<file path="config.mk">
export PLATFORM = sky130hd
export DESIGN_NAME = pendulum_loop_sequencer
export DESIGN_NICKNAME = d
export VERILOG_FILES = /design/src/rtl/pendulum_pkg.sv /design/src/rtl/pendulum_pwm_gen.sv /design/src/rtl/pendulum_loop_sequencer.sv
export SDC_FILE = /design/constraint.sdc
export NUM_CORES = 1
export LEC_CHECK = 0
export CAP_MARGIN = 20
export CORE_MARGIN = 2
export CORE_UTILIZATION = 25
export DETAILED_ROUTE_END_ITERATION = 8
export PLACE_DENSITY = 0.4
export SLEW_MARGIN = 20
export SYNTH_ARGS = -nofsm -noshare
export SYNTH_HDL_FRONTEND = slang
export SYNTH_SLANG_ARGS = --single-unit
</file>
<file path="constraint.sdc">
create_clock -name clk -period 5.4 [get_ports clk]
set_clock_uncertainty 0.1 [all_clocks]
set_input_delay 1.08 -clock clk [delete_from_list [all_inputs] [get_ports clk]]
set_output_delay 1.08 -clock clk [all_outputs]
set_load 0.01 [all_outputs]
</file>
<file path="src/rtl/pendulum_pkg.sv">
// Shared types and constants for the pendulum balance loop sequencer.
package pendulum_pkg;

    localparam int ANGLE_W     = 8;
    localparam int DUTY_W      = 8;
    localparam int U_MAX       = 255;
    localparam int REQ_TIMEOUT = 16;

    typedef enum logic [2:0] {
        IDLE,
        REQ,
        CALC,
        UPDATE,
        FAULT
    } state_t;

endpackage

</file>
<file path="src/rtl/pendulum_pwm_gen.sv">
// 255-step PWM generator; duty and direction are reloaded only at the period wrap
// so a new control value never produces a truncated or stretched pulse.
module pendulum_pwm_gen
    import pendulum_pkg::*;
(
    input  logic              clk,
    input  logic              reset,
    input  logic [DUTY_W-1:0] pending_duty_i,
    input  logic              pending_dir_i,
    output logic              pwm_o,
    output logic [DUTY_W-1:0] duty_o,
    output logic              dir_o
);

    localparam logic [DUTY_W-1:0] CNT_LAST = DUTY_W'(U_MAX - 1);

    logic [DUTY_W-1:0] cnt_q, cnt_d;
    logic [DUTY_W-1:0] duty_q, duty_d;
    logic              dir_q, dir_d;
    logic              wrap;

    always_comb begin
        wrap   = (cnt_q == CNT_LAST);
        cnt_d  = wrap ? '0 : cnt_q + 1'b1;
        duty_d = wrap ? pending_duty_i : duty_q;
        dir_d  = wrap ? pending_dir_i : dir_q;
    end

    always_ff @(posedge clk or negedge reset) begin
        if (!reset) begin
            cnt_q  <= '0;
            duty_q <= '0;
            dir_q  <= 1'b0;
        end else begin
            cnt_q  <= cnt_d;
            duty_q <= duty_d;
            dir_q  <= dir_d;
        end
    end

    // Counter tops out at 254, so duty 255 is a constant high and duty 0 a constant low.
    assign pwm_o  = (cnt_q < duty_q);
    assign duty_o = duty_q;
    assign dir_o  = dir_q;

endmodule

</file>
<file path="src/rtl/pendulum_loop_sequencer.sv">
// Sampled PD control loop for an inverted pendulum cart: request angle, compute effort, drive PWM.
// Define PEND_FAULT_EN to build in the over-angle fault monitor.
module pendulum_loop_sequencer
    import pendulum_pkg::*;
#(
    parameter int SAMPLE_DIV  = 100,
    parameter int KP          = 4,
    parameter int KD          = 8,
    parameter int FAULT_LIMIT = 60,
    parameter int FAULT_COUNT = 3
) (
    input  logic                      clk,
    input  logic                      reset,
    input  logic                      enable,
    input  logic signed [ANGLE_W-1:0] pendulum_angle_sensor,
    input  logic                      sensor_ack,
    input  logic                      fault_clear,
    output logic                      sensor_req,
    output logic                      cart_motor_control,
    output logic                      motor_dir,
    output logic [DUTY_W-1:0]         duty,
    output logic                      fault
);

    localparam int TICK_W = $clog2(SAMPLE_DIV);
    localparam int TO_W   = $clog2(REQ_TIMEOUT);
    localparam logic [TICK_W-1:0] TICK_LAST = TICK_W'(SAMPLE_DIV - 1);
    localparam logic [TO_W-1:0]   TO_LAST   = TO_W'(REQ_TIMEOUT - 1);
    localparam logic signed [15:0] KP_S = 16'(KP);
    localparam logic signed [15:0] KD_S = 16'(KD);

    state_t              state_q, state_d;
    logic [TICK_W-1:0]   tick_cnt_q, tick_cnt_d;
    logic [TO_W-1:0]     to_q, to_d;
    logic [ANGLE_W-1:0]  angle_q, angle_d;
    logic [ANGLE_W-1:0]  prev_q, prev_d;
    logic [DUTY_W-1:0]   u_mag_q, u_mag_d;
    logic                u_neg_q, u_neg_d;
    logic [DUTY_W-1:0]   pend_duty_q, pend_duty_d;
    logic                pend_dir_q, pend_dir_d;
    logic                tick;

    logic signed [15:0]  angle_x, prev_x, d_x, u_full;
    logic [15:0]         u_abs;
    logic [DUTY_W-1:0]   u_sat;

`ifdef PEND_FAULT_EN
    localparam int OVER_W = $clog2(FAULT_COUNT + 1);
    localparam logic [OVER_W-1:0] OVER_LAST = OVER_W'(FAULT_COUNT - 1);
    logic [OVER_W-1:0]   over_q, over_d;
    logic [15:0]         ang_abs;
    logic                over_limit;
`endif

    // PD law in 16-bit signed: worst case 15*128 + 15*255*2 stays far inside range.
    always_comb begin
        angle_x = {{(16-ANGLE_W){angle_q[ANGLE_W-1]}}, angle_q};
        prev_x  = {{(16-ANGLE_W){prev_q[ANGLE_W-1]}}, prev_q};
        d_x     = angle_x - prev_x;
        u_full  = KP_S * angle_x + KD_S * d_x;
        u_abs   = u_full[15] ? -u_full : u_full;
        u_sat   = (u_abs > 16'(U_MAX)) ? DUTY_W'(U_MAX) : u_abs[DUTY_W-1:0];
`ifdef PEND_FAULT_EN
        ang_abs    = angle_x[15] ? -angle_x : angle_x;
        over_limit = (ang_abs > 16'(FAULT_LIMIT));
`endif
    end

    assign tick = enable && (tick_cnt_q == TICK_LAST);

    always_comb begin
        state_d     = state_q;
        angle_d     = angle_q;
        prev_d      = prev_q;
        u_mag_d     = u_mag_q;
        u_neg_d     = u_neg_q;
        pend_duty_d = pend_duty_q;
        pend_dir_d  = pend_dir_q;
`ifdef PEND_FAULT_EN
        over_d      = over_q;
`endif
        tick_cnt_d  = (!enable || tick) ? '0 : tick_cnt_q + 1'b1;
        to_d        = (state_q == REQ) ? to_q + 1'b1 : '0;

        case (state_q)
            IDLE: if (tick) state_d = REQ;
            REQ: begin
                if (sensor_ack) begin
                    state_d = CALC;
                    angle_d = pendulum_angle_sensor;
                end else if (to_q == TO_LAST) begin
                    state_d = IDLE;
                end
            end
            CALC: begin
                state_d = UPDATE;
                u_mag_d = u_sat;
                u_neg_d = u_full[15];
                prev_d  = angle_q;
`ifdef PEND_FAULT_EN
                over_d = over_limit ? over_q + 1'b1 : '0;
                if (over_limit && over_q == OVER_LAST) state_d = FAULT;
`endif
            end
            UPDATE: begin
                state_d     = IDLE;
                pend_duty_d = u_mag_q;
                pend_dir_d  = u_neg_q;
            end
`ifdef PEND_FAULT_EN
            FAULT: begin
                if (fault_clear) begin
                    state_d = IDLE;
                    prev_d  = '0;
                    over_d  = '0;
                end
            end
`endif
            default: state_d = IDLE;
        endcase

        // Disabled or faulted loop must not leave a stale drive queued for the PWM.
        if (!enable || state_q == FAULT) begin
            pend_duty_d = '0;
            pend_dir_d  = 1'b0;
        end
    end

    always_ff @(posedge clk or negedge reset) begin
        if (!reset) begin
            state_q     <= IDLE;
            tick_cnt_q  <= '0;
            to_q        <= '0;
            angle_q     <= '0;
            prev_q      <= '0;
            u_mag_q     <= '0;
            u_neg_q     <= 1'b0;
            pend_duty_q <= '0;
            pend_dir_q  <= 1'b0;
`ifdef PEND_FAULT_EN
            over_q      <= '0;
`endif
        end else begin
            state_q     <= state_d;
            tick_cnt_q  <= tick_cnt_d;
            to_q        <= to_d;
            angle_q     <= angle_d;
            prev_q      <= prev_d;
            u_mag_q     <= u_mag_d;
            u_neg_q     <= u_neg_d;
            pend_duty_q <= pend_duty_d;
            pend_dir_q  <= pend_dir_d;
`ifdef PEND_FAULT_EN
            over_q      <= over_d;
`endif
        end
    end

    assign sensor_req = (state_q == REQ);

`ifdef PEND_FAULT_EN
    assign fault = (state_q == FAULT);
`else
    logic [16:0] unused_fault_cfg;
    assign unused_fault_cfg = {fault_clear, 16'(FAULT_LIMIT + FAULT_COUNT)};
    assign fault = 1'b0;
`endif

    pendulum_pwm_gen u_pwm (
        .clk            (clk),
        .reset          (reset),
        .pending_duty_i (pend_duty_q),
        .pending_dir_i  (pend_dir_q),
        .pwm_o          (cart_motor_control),
        .duty_o         (duty),
        .dir_o          (motor_dir)
    );

endmodule

</file>
After elaboration in Yosys (flattened, before gate mapping)
Cells that the tools add are included.

word-level totals
  output and inout bits = 12
  word-level logic and storage cells = 50
  flip-flop bits (word level) = 65
  input bits = 13

cells by class
  eq/ne operators = 9
  $add $sub $neg = 6
  order comparisons = 2
  mux-type cells = 13
  reduce and logical (&&, ||, !) cells = 8

operators with widths
  cell                   count
  $mux W8                4
  $gt A16 B8 Y1 const B  1
  $mux W16               1
  $neg A13 Y16           1
  $add A10 B12 Y13       1
  $mux W3                3
  $pmux W3 S3            1
  $sub A8 B8 Y9          1
  $add A8 B1 Y8 const B  1
  $eq A8 B8 Y1 const B   1
  $lt A8 B8 Y1           1
  $add A7 B1 Y7 const B  1
  $eq A7 B7 Y1 const B   1
  $mux W7                1
  $eq A3 B2 Y1 const B   2
  $add A4 B1 Y4 const B  1
  $eq A4 B4 Y1 const B   1
  $mux W4                1
  $reduce_and A2 Y1      2
  $eq A3 B1 Y1 const B   1
  $eq A3 B3 Y1 const B   1
  $logic_not A3 Y1       1
  $ne A3 B2 Y1 const B   1
  $logic_or A1 B1 Y1     2
  5 further kinds        6

Depth between registers and ports, before layout
  depth in word-level cells = 6
  depth in mapped cells = 18
  gate-level depth less buffers = 18

Hierarchy
Synthesis repeated with hierarchy kept, for this count alone.

second synthesis, totals
  cell total of the unflattened synthesis = 361
  area, all modules = 3671.0 sq um

modules (own cells, without submodules)
  module                   sequential area each (sq um)  cells an instance  area each (sq um)  times used
  pendulum_loop_sequencer  1126.1                        280                2721.4             1
  pendulum_pwm_gen         425.4                         81                 949.7              1

Least setup slack after synthesis
No wires, ideal clock.

  path kind = register -> register
  from = register angle_q[0]
  to = register u_mag_q[2]
  slack = 1.487 ns
  path buffers = 0
  data arrival time = 3.680 ns
  stages on the path, launching flop included = 19
  data required time = 5.168 ns
  clock period less this slack = 3.913 ns
  library setup time = 0.132 ns
  cell sequence = dfrtp_1 -> inv_1 -> ha_1 -> fa_1 -> inv_1 -> a21oi_1 -> o21ai_0 -> a21o_1 -> a21oi_1 -> nand2b_1 -> a31o_2 -> ha_1 -> nor2b_1 -> a2bb2oi_1 -> a211oi_1 -> a31oi_1 -> or4_4 -> a211oi_4 -> a21oi_1

on the way
  longest elaborated chain between the ends = 6

RTL lines
  what                      line                            RTL
  start: declaration        pendulum_loop_sequencer.sv:35   logic [ANGLE_W-1:0] angle_q, angle_d;
  start signal: assignment  pendulum_loop_sequencer.sv:147  angle_q <= angle_d;
  $sub A8 B8 Y9             pendulum_loop_sequencer.sv:59   d_x = angle_x - prev_x;
  $add A10 B12 Y13 (*)      pendulum_loop_sequencer.sv:60   u_full = KP_S * angle_x + KD_S * d_x;
  $neg A13 Y16              pendulum_loop_sequencer.sv:61   u_abs = u_full[15] ? -u_full : u_full;
  $mux W16 (*)              pendulum_loop_sequencer.sv:61
  $gt A16 B8 Y1             pendulum_loop_sequencer.sv:62   u_sat = (u_abs > 16'(U_MAX)) ? DUTY_W'(U_MAX) : u_abs[DUTY_W-1:0];
  $mux W8 (*)               pendulum_loop_sequencer.sv:62
  end signal: assignment    pendulum_loop_sequencer.sv:149  u_mag_q <= u_mag_d;
  end: declaration          pendulum_loop_sequencer.sv:37   logic [DUTY_W-1:0] u_mag_q, u_mag_d;

Every way passes the cells marked *; elsewhere a longest branch is shown, timed or not.
A chain may end at the register's enable or synchronous reset.

Worst setup path in the final report
  from = register angle_q[0]
  to = register u_mag_q[6]

Same word-level chain as after synthesis.

==> results.sh <==
export IMPL_holdBufCountCts=0
export IMPL_via_per_inst=4.36
export IMPL_fillers=1501
export IMPL_synthesis_area_sq_um=3500
export IMPL_critPathMaxFanout=7
export IMPL_grt_antenna_before_repair=0
export IMPL_clock_root_buffer="clkbuf_16"
export IMPL_fp_dieW_microns=122
export IMPL_timing_final_max_slew_violations=0
export IMPL_cap_violations=0
export IMPL_rsz0062_at_grt="no"
export IMPL_cts_max_level=3
export IMPL_fin_tns_setup_ns=0
export IMPL_worstSetupPathType="reg -> reg"
export IMPL_die_y_microns=122
export IMPL_cp_start_kind="register"
export IMPL_maxSlewHeadroom_pct=54.1
export IMPL_avgSynthCellArea_sq_um=9.40
export IMPL_place_congestion=0.788
export IMPL_crit_path_end_kind="register"
export IMPL_io_pins=25
export IMPL_seqPwrFrac_pct=43.0
export IMPL_core_area_sq_um=13800
export IMPL_placed_area_sq_um=3910
export IMPL_clk_pin_slew_ns=0.05
export IMPL_postCtsSetupRepairBufs=0
export IMPL_power_leakage_nw=1.89
export IMPL_p_per_area_nw_per_um2=255
export IMPL_grt_pass1_wl_microns=12300
export IMPL_antenna_cells=0
export IMPL_wl_microns=6990
export IMPL_wl_per_cell_microns=12.0
export IMPL_clock_sinks=61
export IMPL_min_period_ns=4.33
export IMPL_synth_yosys_seq_area_share_pct=43.6
export IMPL_setup_viol=0
export IMPL_cts_tree="built"
export IMPL_internal_power_uw=852
export IMPL_worstMarginPinSlew_ns=0.689
export IMPL_outcome="complete, no violations"
export IMPL_required_ns=5.49
export IMPL_drive_gt1_share_pct=8.96
export IMPL_clockBufferDepth=2
export IMPL_vias=2538
export IMPL_pwr_share_clk_pct=54.8
export IMPL_portBuffers=22
export IMPL_peakVddDrop_uv=146
export IMPL_hpwlAfterDp_microns=4990
export IMPL_dieArea_sq_um=15000
export IMPL_grt_start_max_net_pins=53
export IMPL_synth_seq_cells=61
export IMPL_syn2layout_area_growth_pct=20.1
export IMPL_cts_buffers=9
export IMPL_ant_nets=0
export IMPL_crit_arrival_ns=4.43
export IMPL_swShare_pct=20.5
export IMPL_layout_nets=441
export IMPL_hold_class="reg -> reg"
export IMPL_drc_errors=0
export IMPL_synthCells=373
export IMPL_cts_resized=0
export IMPL_comb_power_share_pct=2.2
export IMPL_p_switching_uw=220
export IMPL_synth_nets=417
export IMPL_design_area_sq_um=4210
export IMPL_hold_viol_final=0
export IMPL_overflow=0
export IMPL_ys_warn_count=0
export IMPL_finalCritPeriodShare_pct=80.2
export IMPL_drt_iter0_markers=88
export IMPL_final_common_cell="dfrtp_1"
export IMPL_layout_common_cells="61 x dfrtp_1, 40 x nand2_1, 38 x nor2_1"
export IMPL_grt_pass1_vias=2571
export IMPL_start_util_pct=25.4
export IMPL_drtPass1Iterations=4
export IMPL_row_count=43
export IMPL_grt_total_usage_pct=10.6
export IMPL_clk_latency_ns=0.33
export IMPL_max_freq_mhz=231
export IMPL_synth_distinct_cells=43
cell type report:
class	count	area (sq um)	area share, %
clock buffer	13	260	6.18
multi-input combinational	269	1800	42.8
tap	180	225	5.35
clock inverter	3	43.8	1.04
timing repair buffer	25	238	5.65
inverter	31	116	2.76
sequential	61	1530	36.3
layer usage:
metal / vias up / share of wire [%] / global-route usage, %
met4: 0 / 1.2 / 2.80
met2: 29 / 47 / 18.0
met1: 1193 / 48 / 12.6
met3: 6 / 4.0 / 4.04
li1: 1310 / - / -
met5: - / 0 / 0
worst paths after layout:
path                               startpoint             end  slack (ns)  cells past startpoint
worst min-delay path            tick_cnt_q[0]   tick_cnt_q[0]        0.35                      1
worst min register to register  tick_cnt_q[0]   tick_cnt_q[0]        0.35                      1
worst max register to register     angle_q[0]      u_mag_q[6]        1.07                     18
min in group asynchronous               reset  u_pwm.cnt_q[3]        0.51                      1
max in group asynchronous               reset       prev_q[5]        3.74                      2
worst max-delay path               angle_q[0]      u_mag_q[6]        1.07                     18
through the flow:
stage | power [mW] | hold WS, ns | cells | worst slack (ns) | utilization [%]
final | 1.07 | 0.351 | 582 | 1.07 | 30.6
after global routing | 1.12 | 0.389 | 582 | 0.774 | 30.6
after CTS | 1.10 | 0.357 | 582 | 1.02 | 30.6
after detailed placement | 0.493 | 0.350 | 566 | 1.05 | 28.4
after global placement | 0.493 | 0.345 | 566 | 1.07 | 28.4
after floorplan | 0.475 | 0.325 | 373 | 1.49 | -
synth_stat cells:
| cell | instances | area (sq um) |
|---|---|---|
| dfrtp_1 | 61 | 1530 |
| nand2_1 | 40 | 150 |
| nor2_1 | 38 | 143 |
| inv_1 | 31 | 116 |
| ha_1 | 29 | 363 |
| o21ai_0 | 27 | 135 |
| a21oi_1 | 22 | 110 |
| nand3_1 | 17 | 85.1 |
| xnor2_1 | 15 | 131 |
| xor2_1 | 12 | 105 |
| mux2_2 | 10 | 113 |
| a21boi_0 | 8 | 60.1 |
| clkbuf_1 | 8 | 30.0 |
| a21o_1 | 7 | 52.6 |
| nand2b_1 | 4 | 25.0 |
| nor2b_1 | 4 | 25.0 |
| a211o_1 | 3 | 26.3 |
| a31o_2 | 3 | 26.3 |
| nand4_1 | 3 | 18.8 |
| nor3_1 | 3 | 15.0 |
| a211oi_1 | 2 | 15.0 |
| a311oi_1 | 2 | 17.5 |
| buf_4 | 2 | 15.0 |
| fa_1 | 2 | 40.0 |
| or3_1 | 2 | 12.5 |
| a211oi_4 | 1 | 20.0 |
| a21oi_2 | 1 | 8.76 |
| a221oi_1 | 1 | 8.76 |
| a2bb2oi_1 | 1 | 8.76 |
| a31oi_1 | 1 | 6.26 |
| and2_1 | 1 | 6.26 |
| and2_2 | 1 | 7.51 |
| and3_1 | 1 | 6.26 |
| buf_6 | 1 | 11.3 |
| clkbuf_2 | 1 | 5.00 |
| conb_1 | 1 | 3.75 |
| mux2i_1 | 1 | 10.0 |
| nand4b_1 | 1 | 8.76 |
| nor3b_1 | 1 | 7.51 |
| o21ai_1 | 1 | 5.00 |
| o22ai_1 | 1 | 6.26 |
| or2_2 | 1 | 6.26 |
| or4_4 | 1 | 11.3 |
worst max-delay path, cell delays in order (launching register included):
cell and delay (ns):
dfrtp_1 0.38, inv_1 0.08, ha_1 0.23, fa_1 0.41, inv_1 0.07, a21oi_1 0.06, o21ai_0 0.25, a21o_1 0.17
a21oi_1 0.08, nand2b_1 0.15, a31o_2 0.24, ha_1 0.40, nor2b_1 0.17, a2bb2oi_1 0.11, a211oi_1 0.24, a31oi_1 0.06
or4_4 0.50, a211oi_4 0.39, a21oi_1 0.11
power groups by stage:
| stage | clock, mW | sequential [mW] | combinational (mW) |
|---|---|---|---|
| floorplan | 0 | 0.468 | 0.00625 |
| global placement | 0 | 0.468 | 0.0247 |
| detailed placement | 0 | 0.469 | 0.0248 |
| CTS | 0.611 | 0.460 | 0.0249 |
| global route | 0.627 | 0.460 | 0.0277 |
| finish | 0.587 | 0.461 | 0.0237 |
flip-flops by register name (all words and copies together) (netlist names):
signal / cells
angle_q: 8
prev_q: 8
u_pwm.cnt_q: 8
pend_duty_q: 7
tick_cnt_q: 7
u_mag_q: 7
u_pwm.duty_o: 7
to_q: 4
state_q: 2
pend_dir_q: 1
u_neg_q: 1
u_pwm.dir_o: 1
cell families after synthesis:
kind of cell / Yosys count / synth area share (%)
and+or+nand+nor: 118 / 15.1
muxes: 11 / 3.50
buffers and inverters: 43 / 5.07
DFF: 61 / 43.6
AOI/OAI and AO/OA: 81 / 14.5
xor gates and xnor gates: 27 / 6.75
adders and majority gates: 31 / 11.5
other: 1 / 0.107
No activity file was read; power rests on OpenSTA's default activity.
==> RTL edit 1: new RTL, config.mk and constraints unchanged <==
The 5 states of `state_t` get a one-hot encoding in 5 bits.
--- a/src/rtl/pendulum_pkg.sv
+++ b/src/rtl/pendulum_pkg.sv
@@ -6,12 +6,12 @@
     localparam int U_MAX       = 255;
     localparam int REQ_TIMEOUT = 16;
 
-    typedef enum logic [2:0] {
-        IDLE,
-        REQ,
-        CALC,
-        UPDATE,
-        FAULT
+    typedef enum logic [4:0] {
+        IDLE   = 5'b00001,
+        REQ    = 5'b00010,
+        CALC   = 5'b00100,
+        UPDATE = 5'b01000,
+        FAULT  = 5'b10000
     } state_t;
 
 endpackage
Check against the original RTL: same outputs for any inputs over 10 cycles, from zero or initial values and one cycle with reset low; not proved beyond that.
==> RTL edit 1 against the original RTL <==
- sequential cell count increased by 2
- count of clock-buffer cells in the layout decreased by 3
- largest power group unchanged
- synthesized area decreased by 0.32%
- critical path depth decreased by 1
- highest routed layer unchanged
- cell area decreased by 0.42%
- power decreased by 4.6%
- routed wire length decreased by 1.7%
- die area decreased by 0.31%
- setup slack improved by 310 ps
- cell count increased by 0.34%
==> RTL edit 1: results (changes against the original RTL) <==
Top Registers = angle_q: 8 flops, prev_q: 8 flops, u_pwm.cnt_q: 8 flops
H-tree levels = 3 (unchanged)
worst-case clock buffer depth = 2 (unchanged)
share of cells above drive strength 1 = 7.43% (-1.5 points)
ranking of synthesized cells by area = dfrtp_1, ha_1, nor2_1
CTS buffer count = 9 (unchanged)
WL/cell = 11.8 um (-2.0%)
Pleak = 1.91 nW (+0.83%)
first-pass GRT wire length = 11.8 mm (-3.9%)
Worst EP arrival = 4120 ps (-310 ps)
outcome = completed
VDD IR max = 0.158 mV (+8.4%)
post-cts resize count = 0 (unchanged)
vias in the first global route = 2,566 (-0.19%)
Synth Net Count = 413 (-0.96%)
Synth Warn # = 0 (unchanged)
CP Max Fanout = 7 (unchanged)
Total GRT Usage = 10.4% (-0.22 points)
crit share post-route = 74.4% (-5.8 points)
Root Driver = clkbuf_16
NumNets Final = 443 (+0.45%)
Slew headroom = 61.2% (+7.1 points)
slowest CP cell = or4_4
Post-synth top cells = dfrtp_1, nor2_1, nand2_1
Hold Path Class = flip-flop to flip-flop
routability cong. = 0.737 (-6.6%)
post-synthesis async set-or-reset flop share = 100% (unchanged)
postcts setup bufs = 0 (unchanged)
number of port buffers = 22 (unchanged)
DR iter-0 viols = 127 (+44%)
initial antenna violation count = 0 (unchanged)
DRT Pass-1 Iters = 4 (unchanged)
clk slew on worst S/H paths = 50 ps (about the same)
sequential cell area fraction in the yosys report = 45.2% (+1.6 points)
Unique masters post-synth = 45 (+4.7%)
DP Wirelength = 5.01 mm (+0.45%)
Top Family by Delay on Critical Path = compound AO/OA/AOI/OAI gates
Vias = 2,506 (-1.3%)
CP max stage delay = 490 ps
diode count = 0 (unchanged)
largest net degree at the start of global routing = 46 (-13%)
Skew-Pair Late Insertion Delay = 340 ps
RTL edit 1: path summary, 6_finish.rpt:
| check | slack, ps | endpoint | startpoint | depth (start not counted) |
|---|---|---|---|---|
| max reg2reg | 1380 | u_mag_q[7] | angle_q[0] | 17 |
| min | 360 | tick_cnt_q[0] | tick_cnt_q[0] | 1 |
| max in group asynchronous | 3660 | prev_q[4] | reset | 2 |
| max | 1380 | u_mag_q[7] | angle_q[0] | 17 |
| min reg2reg | 360 | tick_cnt_q[0] | tick_cnt_q[0] | 1 |
| min in group asynchronous | 590 | u_pwm.duty_o[2] | reset | 1 |
RTL edit 1: kinds of logic after synthesis:
kind of cell,Yosys count,synth area share (%)
AND/OR/NAND/NOR,118,15.1
AO/OA/AOI/OAI,79,13.6
flip-flops,63,45.2
buffers and inverters,38,4.30
XOR/XNOR,32,8.02
adder cells (fa/ha/maj),31,11.5
multiplexers,7,2.22
other,1,0.107
RTL edit 1: layer usage:
| metal | global-route usage (%) | up-vias | share of wire (%) |
|---|---|---|---|
| li1 | - | 1297 | - |
| met1 | 11.5 | 1179 | 46 |
| met2 | 17.6 | 25 | 49 |
| met3 | 4.46 | 5 | 3.7 |
| met4 | 4.09 | 0 | 1.5 |
| met5 | 0 | - | 0 |
RTL edit 1: per-stage QoR:
stage	hold WS [ps]	utilization (%)	std cells	area, um2	setup slack (ps)
finish	364	30.4	584	4190	1380
global route	383	30.4	584	4190	1100
CTS	364	30.4	584	4190	1330
detailed placement	350	28.5	568	3930	1340
global placement	345	28.5	568	3930	1390
floorplan	325	-	369	3490	1780
RTL edit 1: layout make-up:
class,instances,area (um2)
Fill cell,1489,9580
Clock inverter,6,37.5
Multi-Input combinational cell,268,1770
Sequential cell,63,1580
Clock buffer,10,229
Tap cell,180,225
Inverter,32,120
Timing Repair Buffer,25,238
RTL edit 1: worst register-to-register path: stages (launching register included):
cell and delay (ps):
dfrtp_1 340, inv_1 80, ha_1 240, fa_1 400
inv_1 70, a21oi_1 60, o21ai_1 210, a21o_1 160
a21oi_1 90, nand2b_1 150, a31o_1 210, ha_1 390
inv_1 90, a21boi_0 170, mux2i_1 90, or4_4 490
a211oi_4 410, a21oi_1 120
RTL edit 1: report_power, final:
part           internal [mW]  switching, mW
Clock                  0.308          0.216
Combinational        0.00908         0.0142
Sequential             0.474        0.00124
==> RTL edit 2: new RTL, same settings <==
Made on the original files. Change the parameter `SAMPLE_DIV` from 100 to 150.
--- a/src/rtl/pendulum_loop_sequencer.sv
+++ b/src/rtl/pendulum_loop_sequencer.sv
@@ -3,7 +3,7 @@
 module pendulum_loop_sequencer
     import pendulum_pkg::*;
 #(
-    parameter int SAMPLE_DIV  = 100,
+    parameter int SAMPLE_DIV  = 150,
     parameter int KP          = 4,
     parameter int KD          = 8,
     parameter int FAULT_LIMIT = 60,
Check against the original RTL: no difference found for any inputs over 10 cycles, from zero or initial values and one cycle with reset low; that may be too few to reach the edited logic, so the function may still have changed.
==> RTL edit 2 against the original RTL <==
- setup slack improved by 130 ps
- sequential cell count increased by 1
- utilization decreased by 0.27 points
- routed wire length increased by 6.8%
- cell area increased by 4.6%
- global-route usage decreased by 0.18 points
- synthesized area increased by 6.0%
- first-iteration DRC count increased by 3.4%
- critical path type unchanged
Power is not shown: default switching activity piles up to over one toggle a cycle in this logic, so the estimate is an artifact.
==> RTL edit 2: results (changes against the original RTL) <==
outcome = completed
postcts setup bufs = 0 (unchanged)
Cells after Synth = 377 (+1.1%)
CP max stage delay = 400 ps (-100 ps)
clk sink count = 62 (+1.6%)
slowest CP cell = fa_1
share of synthesized cell area in full adder, half adder and majority cells = 11.5% (+0.023 points)
ranking of synthesized cells by area = dfrtp_1, ha_1, nand2_1
vias in the first global route = 2,673 (+4.0%)
sequential cell area share = 35.2% (-1.0 points)
first-pass GRT wire length = 13.1 mm (+6.4%)
post-synthesis compound-gate area fraction = 15.4% (+0.93 points)
Unique masters post-synth = 57 (+33%)
DP Area = 4100 um2 (+5.1%)
Final Util = 30.3% (-0.27 points)
largest net degree at the start of global routing = 44 (-17%)
Synth Warn # = 0 (unchanged)
Layout fillers = 1,579 (+5.2%)
Slew headroom = 62.9% (+8.8 points)
NumNets Final = 447 (+1.4%)
Synth Area in XOR/XNOR = 6.10% (-0.65 points)
Worst EP arrival = 4320 ps (-110 ps)
Signal buffers = 25 (unchanged)
dpl cells = 574 (+1.4%)
Inverters = 30 (-3.2%)
Total GRT Usage = 10.4% (-0.18 points)
number of port buffers = 22 (unchanged)
vias per cell = 4.43 (+1.6%)
Post-synth top cells = dfrtp_1, nand2_1, nor2_1
Skew-Pair Late Insertion Delay = 340 ps
multi-input gate share of total cell area = 44.8% (+2.0 points)
clock-cell share of area = 6.82% (-0.40 points)
Synth Net Count = 423 (+1.4%)
sequential cell area fraction in the yosys report = 41.8% (-1.8 points)
routability cong. = 0.714 (-9.5%)
share of cells above drive strength 1 = 10.1% (+1.2 points)
Layout clock buffers = 12 (-1)
drt total wl = 7.47 mm (+6.8%)
mux cell area share after synthesis = 3.87% (+0.37 points)
comb_multi_in = 273 (+1.5%)
die width = 126 um (+2.9%)
DR iter-0 viols = 91 (+3.4%)
CTS buffer count = 9 (unchanged)
NonClk Buf Share = 5.40% (-0.25 points)
DP Wirelength = 5.39 mm (+8.0%)
Top Family by Delay on Critical Path = compound AO/OA/AOI/OAI gates
Vias = 2,610 (+2.8%)
worst-case clock buffer depth = 2 (unchanged)
pre-CTS WS = 1160 ps (+110 ps)
initial antenna violation count = 0 (unchanged)
[RTL edit 2: cell types whose count changed after synthesis, moves of 2 or more]
cell       delta
a21oi_1       -9
o22a_1        +7
xnor2_1       -6
nor2_1        -4
a211o_1       -3
a31o_2        -3
nand2_1       -3
nor3_1        -3
xor2_1        +3
ha_1          +2
o2bb2ai_1     +2
or3_1         +2
[RTL edit 2: worst paths after layout]
check,start,endpoint,slack (ps),depth (start not counted)
worst max-delay path,angle_q[0],u_mag_q[6],1200,18
worst min-delay path,to_q[0],to_q[0],360,1
worst max register to register,angle_q[0],u_mag_q[6],1200,18
worst min register to register,to_q[0],to_q[0],360,1
max in group asynchronous,reset,to_q[3],3620,2
min in group asynchronous,reset,u_pwm.cnt_q[0],610,1
[RTL edit 2: per-layer routing]
layer | GRT usage [%] | up-vias | routed length [um]
met5 | 0 | - | 0
met4 | 2.91 | 0 | 93
met3 | 4.25 | 8 | 313
met2 | 16.4 | 31 | 3370
met1 | 13.3 | 1232 | 3690
li1 | - | 1339 | -
